===== src/rtl/gtx_8b10b_pkg.sv =====
// Shared definitions for the GTX 10b/8b decode path: lane widths, K28.5
// reference codes, running-disparity type and a small popcount helper.
package gtx_8b10b_pkg;

    localparam int SYM_W  = 10;
    localparam int BYTE_W = 8;

    localparam logic [SYM_W-1:0] K28_5_NEG = 10'h17C;
    localparam logic [SYM_W-1:0] K28_5_POS = 10'h283;

    typedef enum logic {
        RD_NEG = 1'b0,
        RD_POS = 1'b1
    } rd_t;

    function automatic logic [3:0] popcount(input logic [SYM_W-1:0] v);
        logic [3:0] n;
        n = '0;
        for (int unsigned i = 0; i < SYM_W; i++) begin
            n = n + {3'b000, v[i]};
        end
        return n;
    endfunction

endpackage


===== src/rtl/dec_10b8b_sym.sv =====
// Combinational single-symbol 10b/8b decoder with running-disparity step.
// Bit order: symbol[0]=a ... symbol[5]=i, symbol[6]=f ... symbol[9]=j.
module dec_10b8b_sym
    import gtx_8b10b_pkg::*;
(
    input  logic [SYM_W-1:0]  symbol,
    input  rd_t               rd_in,
    output logic [BYTE_W-1:0] data,
    output logic              isk,
    output logic              invalid,
    output logic              disperr,
    output rd_t               rd_out
);

    logic [5:0] s6;     // abcdei, a in MSB so literals read like the code tables
    logic [3:0] f4;     // fghj, f in MSB
    logic [3:0] ones6;
    logic [3:0] ones4;
    logic [3:0] ones10;

    assign s6     = {symbol[0], symbol[1], symbol[2], symbol[3], symbol[4], symbol[5]};
    assign f4     = {symbol[6], symbol[7], symbol[8], symbol[9]};
    assign ones6  = popcount({4'b0000, s6});
    assign ones4  = popcount({6'b000000, f4});
    assign ones10 = popcount(symbol);

    logic [4:0] x;
    logic       v6;
    logic       k28;

    // 5b/6b subblock lookup (both disparity columns)
    always_comb begin
        x   = '0;
        v6  = 1'b1;
        k28 = 1'b0;
        case (s6)
            6'b100111, 6'b011000: x = 5'd0;
            6'b011101, 6'b100010: x = 5'd1;
            6'b101101, 6'b010010: x = 5'd2;
            6'b110001:            x = 5'd3;
            6'b110101, 6'b001010: x = 5'd4;
            6'b101001:            x = 5'd5;
            6'b011001:            x = 5'd6;
            6'b111000, 6'b000111: x = 5'd7;
            6'b111001, 6'b000110: x = 5'd8;
            6'b100101:            x = 5'd9;
            6'b010101:            x = 5'd10;
            6'b110100:            x = 5'd11;
            6'b001101:            x = 5'd12;
            6'b101100:            x = 5'd13;
            6'b011100:            x = 5'd14;
            6'b010111, 6'b101000: x = 5'd15;
            6'b011011, 6'b100100: x = 5'd16;
            6'b100011:            x = 5'd17;
            6'b010011:            x = 5'd18;
            6'b110010:            x = 5'd19;
            6'b001011:            x = 5'd20;
            6'b101010:            x = 5'd21;
            6'b011010:            x = 5'd22;
            6'b111010, 6'b000101: x = 5'd23;
            6'b110011, 6'b001100: x = 5'd24;
            6'b100110:            x = 5'd25;
            6'b010110:            x = 5'd26;
            6'b110110, 6'b001001: x = 5'd27;
            6'b001110:            x = 5'd28;
            6'b101110, 6'b010001: x = 5'd29;
            6'b011110, 6'b100001: x = 5'd30;
            6'b101011, 6'b010100: x = 5'd31;
            6'b001111, 6'b110000: begin x = 5'd28; k28 = 1'b1; end
            default:              v6 = 1'b0;
        endcase
    end

    logic [2:0] yd;
    logic       v4;

    // 3b/4b data subblock lookup
    always_comb begin
        yd = '0;
        v4 = 1'b1;
        case (f4)
            4'b1011, 4'b0100:                   yd = 3'd0;
            4'b1001:                            yd = 3'd1;
            4'b0101:                            yd = 3'd2;
            4'b1100, 4'b0011:                   yd = 3'd3;
            4'b1101, 4'b0010:                   yd = 3'd4;
            4'b1010:                            yd = 3'd5;
            4'b0110:                            yd = 3'd6;
            4'b1110, 4'b0001, 4'b0111, 4'b1000: yd = 3'd7;
            default:                            v4 = 1'b0;
        endcase
    end

    logic [2:0] yk;
    logic       vk;

    // K28 3b/4b lookup; the column depends on which K28 6b form preceded it
    always_comb begin
        yk = '0;
        vk = 1'b1;
        if (ones6 == 4'd4) begin
            case (f4)
                4'b0100: yk = 3'd0;
                4'b1001: yk = 3'd1;
                4'b0101: yk = 3'd2;
                4'b0011: yk = 3'd3;
                4'b0010: yk = 3'd4;
                4'b1010: yk = 3'd5;
                4'b0110: yk = 3'd6;
                4'b1000: yk = 3'd7;
                default: vk = 1'b0;
            endcase
        end else begin
            case (f4)
                4'b1011: yk = 3'd0;
                4'b0110: yk = 3'd1;
                4'b1010: yk = 3'd2;
                4'b1100: yk = 3'd3;
                4'b1101: yk = 3'd4;
                4'b0101: yk = 3'd5;
                4'b1001: yk = 3'd6;
                4'b0111: yk = 3'd7;
                default: vk = 1'b0;
            endcase
        end
    end

    // The 6b subblock fixes the disparity seen by the 4b subblock unless it
    // is balanced (D.07 forms are balanced but still column-specific).
    logic mid_pos, mid_neg, need_pos, need_neg;
    logic x_a7n, x_a7p, a7_ok, data_ok, kx7;

    assign mid_pos  = (ones6 == 4'd4) || (s6 == 6'b000111);
    assign mid_neg  = (ones6 == 4'd2) || (s6 == 6'b111000);
    assign need_neg = (ones4 == 4'd3) || (f4 == 4'b1100);
    assign need_pos = (ones4 == 4'd1) || (f4 == 4'b0011);
    assign x_a7n    = (x == 5'd17) || (x == 5'd18) || (x == 5'd20);
    assign x_a7p    = (x == 5'd11) || (x == 5'd13) || (x == 5'd14);

    // D.x.A7 replaces D.x.P7 only for the x values that would otherwise run long
    always_comb begin
        case (f4)
            4'b0111: a7_ok = x_a7n;
            4'b1000: a7_ok = x_a7p;
            4'b1110: a7_ok = !x_a7n;
            4'b0001: a7_ok = !x_a7p;
            default: a7_ok = 1'b1;
        endcase
    end

    assign data_ok = v6 && !k28 && v4 && a7_ok &&
                     !(mid_pos && need_neg) && !(mid_neg && need_pos);
    assign kx7     = v6 && ((x == 5'd23) || (x == 5'd27) || (x == 5'd29) || (x == 5'd30)) &&
                     (((ones6 == 4'd4) && (f4 == 4'b1000)) || ((ones6 == 4'd2) && (f4 == 4'b0111)));

    // Select decoded byte and flags; anything unrecognised decodes to 0
    always_comb begin
        data    = '0;
        isk     = 1'b0;
        invalid = 1'b1;
        if (data_ok) begin
            data    = {yd, x};
            invalid = 1'b0;
        end else if (kx7) begin
            data    = {3'd7, x};
            isk     = 1'b1;
            invalid = 1'b0;
        end else if (k28 && vk) begin
            data    = {yk, 5'd28};
            isk     = 1'b1;
            invalid = 1'b0;
        end
    end

    // Whole-symbol disparity check; an offending symbol resyncs RD to itself
    always_comb begin
        disperr = 1'b0;
        rd_out  = rd_in;
        if (ones10 == 4'd6) begin
            disperr = (rd_in == RD_POS);
            rd_out  = RD_POS;
        end else if (ones10 == 4'd4) begin
            disperr = (rd_in == RD_NEG);
            rd_out  = RD_NEG;
        end
    end

endmodule


===== src/rtl/gtx_10x8dec_n.sv =====
// BYTES-lane 10b/8b decoder: optional input register, RD-chained lane
// decoders, output register and saturating error counters.
module gtx_10x8dec_n
    import gtx_8b10b_pkg::*;
#(
    parameter int BYTES   = 2,
    parameter int LATENCY = 2,
    parameter int CNT_W   = 16
) (
    input  logic                    clk,
    input  logic                    rst,
    input  logic [SYM_W*BYTES-1:0]  indata,
    input  logic                    inval,
    output logic [BYTE_W*BYTES-1:0] outdata,
    output logic [BYTES-1:0]        outisk,
    output logic [BYTES-1:0]        notintable,
    output logic [BYTES-1:0]        disperror,
    output logic                    outval,
    input  logic                    cnt_clr,
    output logic [CNT_W-1:0]        nit_cnt,
    output logic [CNT_W-1:0]        disp_cnt
);

    logic [SYM_W*BYTES-1:0]  dec_sym;
    logic                    dec_v;
    logic [BYTE_W*BYTES-1:0] dec_data;
    logic [BYTES-1:0]        dec_isk;
    logic [BYTES-1:0]        dec_nit;
    logic [BYTES-1:0]        dec_de;
    rd_t                     rd_q;
    rd_t                     rd_chain [BYTES+1];

    generate
        if (LATENCY == 2) begin : g_inreg
            logic [SYM_W*BYTES-1:0] in_q;
            logic                   in_v;

            // Input register stage, loads only on qualified words
            always_ff @(posedge clk) begin
                if (rst) begin
                    in_q <= '0;
                    in_v <= 1'b0;
                end else begin
                    in_v <= inval;
                    if (inval) in_q <= indata;
                end
            end

            assign dec_sym = in_q;
            assign dec_v   = in_v;
        end else begin : g_noinreg
            assign dec_sym = indata;
            assign dec_v   = inval;
        end
    endgenerate

    assign rd_chain[0] = rd_q;

    generate
        for (genvar i = 0; i < BYTES; i++) begin : g_lane
            dec_10b8b_sym u_sym (
                .symbol  (dec_sym[SYM_W*i +: SYM_W]),
                .rd_in   (rd_chain[i]),
                .data    (dec_data[BYTE_W*i +: BYTE_W]),
                .isk     (dec_isk[i]),
                .invalid (dec_nit[i]),
                .disperr (dec_de[i]),
                .rd_out  (rd_chain[i+1])
            );
        end
    endgenerate

    function automatic logic [CNT_W-1:0] sat_add(input logic [CNT_W-1:0] a, input logic [3:0] b);
        logic [CNT_W+3:0] s;
        s = {4'b0000, a} + {{CNT_W{1'b0}}, b};
        return (s > {4'b0000, {CNT_W{1'b1}}}) ? '1 : s[CNT_W-1:0];
    endfunction

    logic [3:0] nit_inc;
    logic [3:0] de_inc;

    assign nit_inc = dec_v ? popcount(SYM_W'(dec_nit)) : '0;
    assign de_inc  = dec_v ? popcount(SYM_W'(dec_de))  : '0;

    // Output register and running disparity, advanced only on valid words
    always_ff @(posedge clk) begin
        if (rst) begin
            outdata    <= '0;
            outisk     <= '0;
            notintable <= '0;
            disperror  <= '0;
            outval     <= 1'b0;
            rd_q       <= RD_NEG;
        end else begin
            outval <= dec_v;
            if (dec_v) begin
                outdata    <= dec_data;
                outisk     <= dec_isk;
                notintable <= dec_nit;
                disperror  <= dec_de;
                rd_q       <= rd_chain[BYTES];
            end
        end
    end

    // Saturating error counters, updated together with the output register
    always_ff @(posedge clk) begin
        if (rst) begin
            nit_cnt  <= '0;
            disp_cnt <= '0;
        end else if (cnt_clr) begin
            nit_cnt  <= CNT_W'(nit_inc);
            disp_cnt <= CNT_W'(de_inc);
        end else begin
            nit_cnt  <= sat_add(nit_cnt, nit_inc);
            disp_cnt <= sat_add(disp_cnt, de_inc);
        end
    end

endmodule


===== config.mk =====
export PLATFORM = sky130hd
export DESIGN_NAME = gtx_10x8dec_n
export DESIGN_NICKNAME = d
export VERILOG_FILES = /design/src/rtl/gtx_8b10b_pkg.sv /design/src/rtl/dec_10b8b_sym.sv /design/src/rtl/gtx_10x8dec_n.sv
export SDC_FILE = /design/constraint.sdc
export NUM_CORES = 1
export LEC_CHECK = 0
export ABC_AREA = 1
export CAP_MARGIN = 10
export CORE_MARGIN = 2
export CORE_UTILIZATION = 57
export CTS_BUF_LIST = sky130_fd_sc_hd__clkbuf_4 sky130_fd_sc_hd__clkbuf_8
export DETAILED_ROUTE_END_ITERATION = 10
export PLACE_DENSITY = 0.86
export SYNTH_ARGS = -nofsm -noshare
export SYNTH_HDL_FRONTEND = slang
export SYNTH_SLANG_ARGS = --single-unit

===== constraint.sdc =====
create_clock -name clk -period 7.6 [get_ports clk]
set_input_delay 1.52 -clock clk [delete_from_list [all_inputs] [get_ports clk]]
set_output_delay 1.52 -clock clk [all_outputs]
set_load 0.05 [all_outputs]

==> results.ini, run 1 <==
[sta]
slew_violations = 0
fin_ws_ns = 0.816
hold_ws_ns = 0.470
period_share = 0.893
setup_viol = 0
worst_clock_skew_ns = 0.0120
period_needed_ns = 6.78
hold_viol_final = 0
rsz0062_at_grt = no
slew_headroom = 0.273
tns_ns = 0
worst_pin_slew_ns = 1.09
fmax_mhz = 147

[clocking]
ctsResizeCount = 0
clk_latency_ns = 0.38
holdBufCountCts = 0
tritoncts = done
cts.clk_slew.worst_paths_ns = 0.09
htree_levels = 3
cts_buffers = 9
ctsLongestPathBuffers = 2
cts.sinks = 77
cts_root_buf = clkbuf_8
cts_post_setup_buffers_inserted = 0

[worst_setup_path]
worst-r2r-cell-count = 30
end_kind = register
cp_max_fo = 14
r2r_end = disp_cnt[14]
path_class = register to register
crit_path_start_kind = register
critPathArrivalTime_ns = 7.07
slowest_delay_ns = 0.61
cpMaxStageDelayCell = dfxtp_1
required_ns = 7.89
cpMostUsedCell = inv_1
rrSetupSlack_ns = 0.82
startpoint = dec_sym[2]
reg2reg_from = dec_sym[2]

[die]
fp.dieW_um = 114
initial_utilization = 0.577
row_count = 40
dieArea_um2 = 13000
io_pins = 79
die_h_um = 114
placeableCoreArea_um2 = 11900

[yosys]
synth-edff-count = 0
syn_nets = 1183
async_reset_ff_frac = 0
ys_seq_elements = 77
syn-cell-area_um2 = 6880
ys.flop_type = dfxtp_1
ys_types = 46
syn_area_per_cell_um2 = 6.27
yosys_warnings = 0
yosysSeqAreaShare = 0.224
syn_inst = 1097

[drt]
wl_per_cell_um = 14.0
dr.pass1.iters = 7
drt_iter0_markers = 635
wirelength_mm = 18.2
drc_errors = 0
postRouteAntennaNets = 0
num_vias = 7276
routed_via_density = 5.59

[flow_run]
drv_cap = 0

[cells_and_area]
areaGrowthSynthToFinish_pct = 15.1
design_area_um2 = 7910
final_nets = 1235
multi_input_area_um2 = 4550
drive_gt1_frac = 0.0399
seq_area_um2 = 1540
fill_cells = 1095
num_antenna_cells = 0

[placement]
place_hpwl_mm = 13.8
port_buffers = 78
gp_congestion = 0.989
dpl_cell_area_um2 = 7670
dp_slack_ns = 0.914

[hold_path]
hp-class = register to register
min_to = outdata[4]
hp-start = outdata[4]
min_delay_path_depth = 2

[power_and_ir_drop]
power_uw = 1210
powerDensity_nw_per_um2 = 153
p_leak_uw = 0.00384
vdd_drop_max_v = 0.000144

[global_route]
antenna_found_initial = 0
overflow = 0
grt_pass1_wl_mm = 30.1
grt_use_total = 0.285
grt_pass1_vias = 6684
grt_start_max_net_pins = 42

[status]
status = finished clean

==> per-stage QoR <==
stage | cells | utilization
floorplan | 1097 | -
global placement | 1285 | 0.644
detailed placement | 1285 | 0.644
CTS | 1301 | 0.664
global route | 1301 | 0.664
finish | 1301 | 0.664
==> worst max-delay path, delay by kind of cell, from the launching register on <==
family | cells | cell delay, ns
and+or+nand+nor | 8 | 1.21
buffers and inverters | 9 | 1.03
AOI/OAI and AO/OA | 5 | 1.12
DFF | 1 | 0.61
adders and majority gates | 8 | 2.73
==> area by class of cell <==
class	count	share of cell area
clock inverter	4	0.00981
timing repair buffer	78	0.0987
tap	147	0.0232
multi-input combinational	821	0.575
inverter	162	0.0772
sequential	77	0.195
clock buffer	12	0.0209
==> routing by layer <==
layer | routed length, µm | up-vias | global-route usage
met5 | 0 | - | 0
li1 | - | 3662 | -
met4 | 691 | 0 | 0.131
met1 | 7590 | 3274 | 0.341
met3 | 1000 | 66 | 0.0425
met2 | 8940 | 274 | 0.507
==> where the power goes <==
group	switching (µW)	leakage (µW)	internal [µW]
sequential	18.9	0.000628	419
clock	168	0.000123	214
combinational	256	0.00309	137
total	442	0.00384	769
==> layout by cell type (no fill, tap or decap), types with 2 or more instances in the layout <==
cell,count
nand2_1,227
inv_1,157
nor2_1,150
nand3_1,106
a21oi_1,85
clkdlybuf4s50_1,78
dfxtp_1,77
o21ai_0,43
ha_1,40
nand4_1,36
nor3_1,24
fa_1,22
xor2_1,16
clkbuf_8,12
nor2_2,11
xnor2_1,9
nor4_1,7
nand2_2,5
nand2_4,4
or2_2,4
a211oi_1,4
inv_2,3
o22ai_1,3
o211ai_1,3
a221oi_1,3
a31oi_1,2
o21ai_1,2
o31ai_1,2
bufinv_16,2
==> cells by family after synthesis <==
| logic type | count (synthesis) | share of synthesized area |
|---|---|---|
| fa+ha+maj | 62 | 0.137 |
| flops | 77 | 0.224 |
| buf+inv | 199 | 0.114 |
| xor+xnor | 25 | 0.0318 |
| simple gates | 577 | 0.367 |
| compound gates | 157 | 0.126 |
==> flip-flops by register name (all words and copies together), names as in the netlist <==
register,count
outisk,2
disperror,2
rd_q,1
nit_cnt,16
outdata,16
notintable,2
dec_v,1
disp_cnt,16
outval,1
dec_sym,20
==> how the worst max path moves through the flow <==
stage,to,slack [ns],cells after the start
finish,disp_cnt[14],0.82,30
global route,disp_cnt[8],0.03,30
CTS,disp_cnt[14],0.88,30
global placement,disp_cnt[13],1.21,30
floorplan,disp_cnt[15],1.66,33
detailed placement,disp_cnt[13],0.91,30
==> synthesized netlist by cell type, types with 2 or more instances <==
library cell  count  share of area
nand2_1         227           0.12
inv_1           157          0.086
nor2_1          150          0.082
nand3_1         106          0.077
a21oi_1          85          0.062
dfxtp_1          77           0.22
o21ai_0          43          0.031
ha_1             40          0.073
nand4_1          36          0.033
nor3_1           24          0.017
fa_1             22          0.064
clkbuf_1         21          0.011
xor2_1           16          0.020
nor2_2           11          0.010
xnor2_1           9          0.011
buf_2             8         0.0058
nor4_1            7         0.0064
nand2_2           5         0.0045
a211oi_1          4         0.0044
buf_1             4         0.0022
nand2_4           4         0.0066
or2_2             4         0.0036
a221oi_1          3         0.0038
inv_2             3         0.0016
o211ai_1          3         0.0033
o22ai_1           3         0.0027
a31oi_1           2         0.0018
buf_4             2         0.0022
buf_6             2         0.0033
o21ai_1           2         0.0015
o31ai_1           2         0.0022
Note: power is estimated with default switching activity, not from simulation.
==> run 2: changes to the inputs <==
--- a/config.mk
+++ b/config.mk
@@ -8,10 +8,11 @@
 export ABC_AREA = 1
 export CAP_MARGIN = 10
 export CORE_MARGIN = 2
-export CORE_UTILIZATION = 57
+export CORE_UTILIZATION = 54
 export CTS_BUF_LIST = sky130_fd_sc_hd__clkbuf_4 sky130_fd_sc_hd__clkbuf_8
 export DETAILED_ROUTE_END_ITERATION = 10
-export PLACE_DENSITY = 0.86
+export PLACE_DENSITY = 0.85
 export SYNTH_ARGS = -nofsm -noshare
 export SYNTH_HDL_FRONTEND = slang
+export SYNTH_HIERARCHICAL = 1
 export SYNTH_SLANG_ARGS = --single-unit
==> constraint.sdc (replaced) <==
create_clock -name clk -period 5.95 [get_ports clk]
set_input_delay 1.19 -clock clk [delete_from_list [all_inputs] [get_ports clk]]
set_output_delay 1.19 -clock clk [all_outputs]
set_load 0.05 [all_outputs]
==> results.ini, run 2 <==
[sta]
slew_violations = 0
rsz0062_at_grt = no
slew_headroom = 0.431
fin_ws_ns = 0.602
hold_viol_final = 0
fmax_mhz = 187
tns_ns = 0
period_needed_ns = 5.35
period_share = 0.899
worst_pin_slew_ns = 0.852
worst_clock_skew_ns = 0.0159
setup_viol = 0

[cells_and_area]
design_area_um2 = 8320
finalNonFillerCells = 1471
final_common_cell = nand2_1
utilization = 0.636
largest_register_ffs = 20
final_nets = 1366
num_antenna_cells = 0
drive_gt1_frac = 0.0587
final_cell_mix = 287 x nand2_1, 252 x nor2_1, 161 x inv_1, 129 x nand3_1, 78 x clkdlybuf4s50_1
areaGrowthSynthToFinish_pct = 16.3

[die]
row_count = 42
placeableCoreArea_um2 = 13100
initial_utilization = 0.547
dieArea_um2 = 14200
fp.dieW_um = 119
die_h_um = 119
io_pins = 79

[hold_path]
hp-class = register to register
hp-start = outisk[1]
min_delay_path_depth = 2
min_to = outisk[1]

[worst_setup_path]
cpMostUsedCell = inv_1
critPathArrivalTime_ns = 5.63
rrSetupSlack_ns = 0.60
end_kind = register
reg2reg_from = dec_sym[3]
path_class = register to register
required_ns = 6.23
cpMaxStageDelayCell = fa_1
worst-r2r-cell-count = 26
cp_max_fo = 7
r2r_end = disp_cnt[12]
slowest_delay_ns = 0.52
crit_path_start_kind = register

[power_and_ir_drop]
vdd_drop_max_v = 0.000220
powerDensity_nw_per_um2 = 184
p_leak_uw = 0.00418

[global_route]
grt_start_max_net_pins = 48
grt_use_total = 0.272
antenna_found_initial = 0
grt_pass1_vias = 7248
grt_pass1_wl_mm = 32.4
overflow = 0

[placement]
place_hpwl_mm = 14.9
dpl_cell_area_um2 = 8070
placed_cells = 1452
gp_congestion = 0.995
dp_slack_ns = 0.502
port_buffers = 78

[yosys]
ys_types = 39
ys.flop_type = dfxtp_1
syn_inst = 1221
yosys.area.top_type_share = 0.215
synth_top_cells_by_count = 287 x nand2_1, 252 x nor2_1, 161 x inv_1
synth_area_leaders = dfxtp_1 22%, nand2_1 15%, nor2_1 13%
async_reset_ff_frac = 0
synth-edff-count = 0
syn_nets = 1297
yosysSeqAreaShare = 0.215
yosys_warnings = 6
syn-cell-area_um2 = 7160
synth.most_common_cell = nand2_1
syn_area_per_cell_um2 = 5.86
ys_seq_elements = 77
synth_top_cell_by_area = dfxtp_1

[clocking]
ctsLongestPathBuffers = 2
cts.clk_slew.worst_paths_ns = 0.09
holdBufCountCts = 0
clk_latency_ns = 0.38
htree_levels = 3
tritoncts = done
cts_buffers = 9
cts_root_buf = clkbuf_8
cts.sinks = 77

[status]
status = finished clean

[drt]
wirelength_mm = 19.3
dr.pass1.iters = 7
postRouteAntennaNets = 0
routed_via_density = 5.37
wl_per_cell_um = 13.1
drc_errors = 0
drt_iter0_markers = 716
num_vias = 7898

[flow_run]
drv_cap = 0

[run 2: worst max path at each step]
| stage | start | end | slack (ns) |
|---|---|---|---|
| final | dec_sym[3] | disp_cnt[12] | 0.60 |
| after global routing | dec_sym[13] | nit_cnt[13] | 0.17 |
| after global placement | dec_sym[13] | nit_cnt[13] | 0.69 |
| after CTS | dec_sym[13] | nit_cnt[13] | 0.49 |
| after floorplan | dec_sym[3] | disp_cnt[12] | 0.92 |
| after detailed placement | dec_sym[13] | nit_cnt[13] | 0.50 |
[run 2: power by group]
group	leakage, µW	switching, µW	internal, µW
clock network	0.000106	235	205
registers	0.000631	30.0	538
logic	0.00344	339	182
total	0.00418	605	924
[run 2: final cells by class]
type / count / area, µm²
Tap cell: 176 / 220
Clock inverter: 7 / 88.8
Multi-Input combinational cell: 945 / 4860
Sequential cell: 77 / 1540
Fill cell: 1227 / 4760
Clock buffer: 9 / 124
Inverter: 175 / 657
Timing Repair Buffer: 82 / 831
[run 2: routing by layer]
layer | vias to the layer above | part of all wire | GRT usage | wire length, µm
met3 | 42 | 0.056 | 0.0364 | 1080
met1 | 3563 | 0.43 | 0.343 | 8350
met4 | 0 | 0.022 | 0.0908 | 418
li1 | 4000 | - | - | -
met5 | - | 0 | 0 | 0
met2 | 293 | 0.49 | 0.477 | 9400
[run 2: repair_timing]
action,4_1_cts,5_1_grt
resized for setup,0,0
buffers inserted,0,2
setup endpoints to repair,0,3
hold endpoints to repair,0,0
[run 2: cells by family (layout without fill, tap and decap cells)]
| group | Yosys count | count (layout) | share of synthesized area |
|---|---|---|---|
| adders and majority gates | 52 | 52 | 0.112 |
| and+or+nand+nor | 746 | 746 | 0.444 |
| DFF | 77 | 77 | 0.215 |
| buffers and inverters | 199 | 273 | 0.106 |
| AOI/OAI and AO/OA | 132 | 132 | 0.105 |
| xor gates and xnor gates | 15 | 15 | 0.0183 |
[run 2: per-stage QoR]
stage | power [µW] | hold slack, ns
after floorplan | 950 | 0.463
after global placement | 1080 | 0.477
after detailed placement | 1090 | 0.487
after CTS | 1530 | 0.512
after global routing | 1630 | 0.539
final | 1530 | 0.507
[run 2: worst max-delay path: cells and delay by family (launching register included)]
family | cells | cell delay [ns]
and+or+nand+nor | 9 | 1.18
buffers and inverters | 6 | 0.36
adders and majority gates | 8 | 2.88
DFF | 1 | 0.49
AOI/OAI and AO/OA | 3 | 0.37
==> run 3: changes to the inputs <==
--- a/config.mk
+++ b/config.mk
@@ -11,6 +11,7 @@
 export CORE_UTILIZATION = 54
 export CTS_BUF_LIST = sky130_fd_sc_hd__clkbuf_4 sky130_fd_sc_hd__clkbuf_8
 export DETAILED_ROUTE_END_ITERATION = 10
+export GPL_ROUTABILITY_DRIVEN = 0
 export PLACE_DENSITY = 0.85
 export SYNTH_ARGS = -nofsm -noshare
 export SYNTH_HDL_FRONTEND = slang
==> results.ini, run 3 (synthesis results as in run 2) <==
[status]
status = finished clean

[worst_setup_path]
crit_path_start_kind = register
critPathArrivalTime_ns = 5.70
path_class = register to register
cpMostUsedCell = inv_1
end_kind = register
cp_top_family = adder cells
cp_max_fo = 7
cp_num_buf_inv = 6
cpMaxStageDelayCell = fa_1
required_ns = 6.23
slowest_delay_ns = 0.52

[sta]
slew_violations = 0
hold_viol_final = 0
setup_viol = 0
slew_headroom = 0.234
period_share = 0.910
fmax_mhz = 185
rsz0062_at_grt = no
tns_ns = 0
worst_clock_skew_ns = 0.0134
period_needed_ns = 5.41
worst_pin_slew_ns = 1.15

[global_route]
antenna_found_initial = 0
grt_use_total = 0.269
overflow = 0
grt_pass1_wl_mm = 31.9
grt_pass1_vias = 7146
grt_start_max_net_pins = 48

[drt]
routed_via_density = 5.42
num_vias = 7959
wl_per_cell_um = 12.9
top_layer = met4
met1_length_mm = 8.09
postRouteAntennaNets = 0
drc_errors = 0
wl_met2_mm = 9.03
wl_met3_mm = 1.22
drt_iter0_markers = 765
dr.pass1.iters = 8
wirelength_mm = 18.9

[clocking]
cts.clk_slew.worst_paths_ns = 0.09
htree_levels = 3
cts_buffers = 9
cts_root_buf = clkbuf_8
ctsLongestPathBuffers = 2
holdBufCountCts = 0
clk_latency_ns = 0.38
cts.sinks = 77
tritoncts = done

[placement]
placed_cells = 1452
dpl_cell_area_um2 = 8070
port_buffers = 78
place_hpwl_mm = 14.6

[power_and_ir_drop]
powerDensity_nw_per_um2 = 187
vdd_drop_max_v = 0.000127
p_leak_uw = 0.00417
power_uw = 1550

[die]
fp.dieW_um = 119
io_pins = 79
row_count = 42
dieArea_um2 = 14200
initial_utilization = 0.547
placeableCoreArea_um2 = 13100
die_h_um = 119

[cells_and_area]
utilization = 0.635
largest_register_ffs = 20
final_cell_mix = 287 x nand2_1, 252 x nor2_1, 161 x inv_1, 129 x nand3_1, 78 x clkdlybuf4s50_1
finalNonFillerCells = 1469
seq_area_um2 = 1540
final_common_cell = nand2_1
areaGrowthSynthToFinish_pct = 16.0
final_nets = 1364
num_antenna_cells = 0
multi_input_area_um2 = 4860
design_area_um2 = 8300
fill_cells = 1200
drive_gt1_frac = 0.0572

[flow_run]
drv_cap = 0

[hold_path]
hp-class = register to register

==> run 3: stage by stage <==
step / hold slack [ns] / setup slack (ns)
after global placement: 0.478 / 0.724
after global routing: 0.531 / 0.162
after floorplan: 0.463 / 0.918
after CTS: 0.506 / 0.535
final: 0.499 / 0.535
after detailed placement: 0.483 / 0.557
==> run 3: timing repair <==
action,in CTS,in global routing
endpoints found under the setup margin,0,2
resized for setup,0,0
buffers inserted,0,1
==> run 3: metal layers <==
metal	global-route usage	up-vias
met4	0.0923	0
li1	-	4004
met3	0.0474	54
met1	0.338	3558
met2	0.463	343
met5	0	-
==> run 3: report_power, final <==
group          leakage, µW  internal, µW  total [µW]  switching, µW
Sequential        0.000631           538         567           29.3
Clock             0.000117           243         467            224
Combinational      0.00343           178         517            339
Total              0.00417           959        1550            592
==> run 3: cell type report <==
cell class | count | share of cell area
clock buffer | 9 | 0.0149
clock inverter | 7 | 0.0124
inverter | 175 | 0.0791
multi-input combinational | 945 | 0.586
sequential | 77 | 0.186
tap | 176 | 0.0265
timing repair buffer | 80 | 0.0958
==> run 3: worst register-to-register path, stage by stage (launching register included) <==
cell and delay, ns:
dfxtp_1 0.49, fa_1 0.51, fa_1 0.52, inv_1 0.05, fa_1 0.43, inv_1 0.07, ha_1 0.16, inv_1 0.07
fa_1 0.38, nor2_1 0.13, a31oi_1 0.06, or3_1 0.33, o21ai_0 0.08, inv_1 0.08, o21ai_0 0.26, ha_1 0.28
nand2_1 0.06, inv_1 0.06, ha_1 0.21, fa_1 0.41, nand2_1 0.14, nor2_1 0.08, nand2_1 0.10, nor2_1 0.06
or2_1 0.20, nand3_1 0.08, inv_1 0.04
==> run 3: final timing paths <==
path | end | cells after the start | start | slack, ns
setup / recovery | disp_cnt[12] | 26 | dec_sym[3] | 0.54
setup reg to reg | disp_cnt[12] | 26 | dec_sym[3] | 0.54
hold reg to reg | outdata[12] | 2 | outdata[12] | 0.50
hold / removal | outdata[12] | 2 | outdata[12] | 0.50
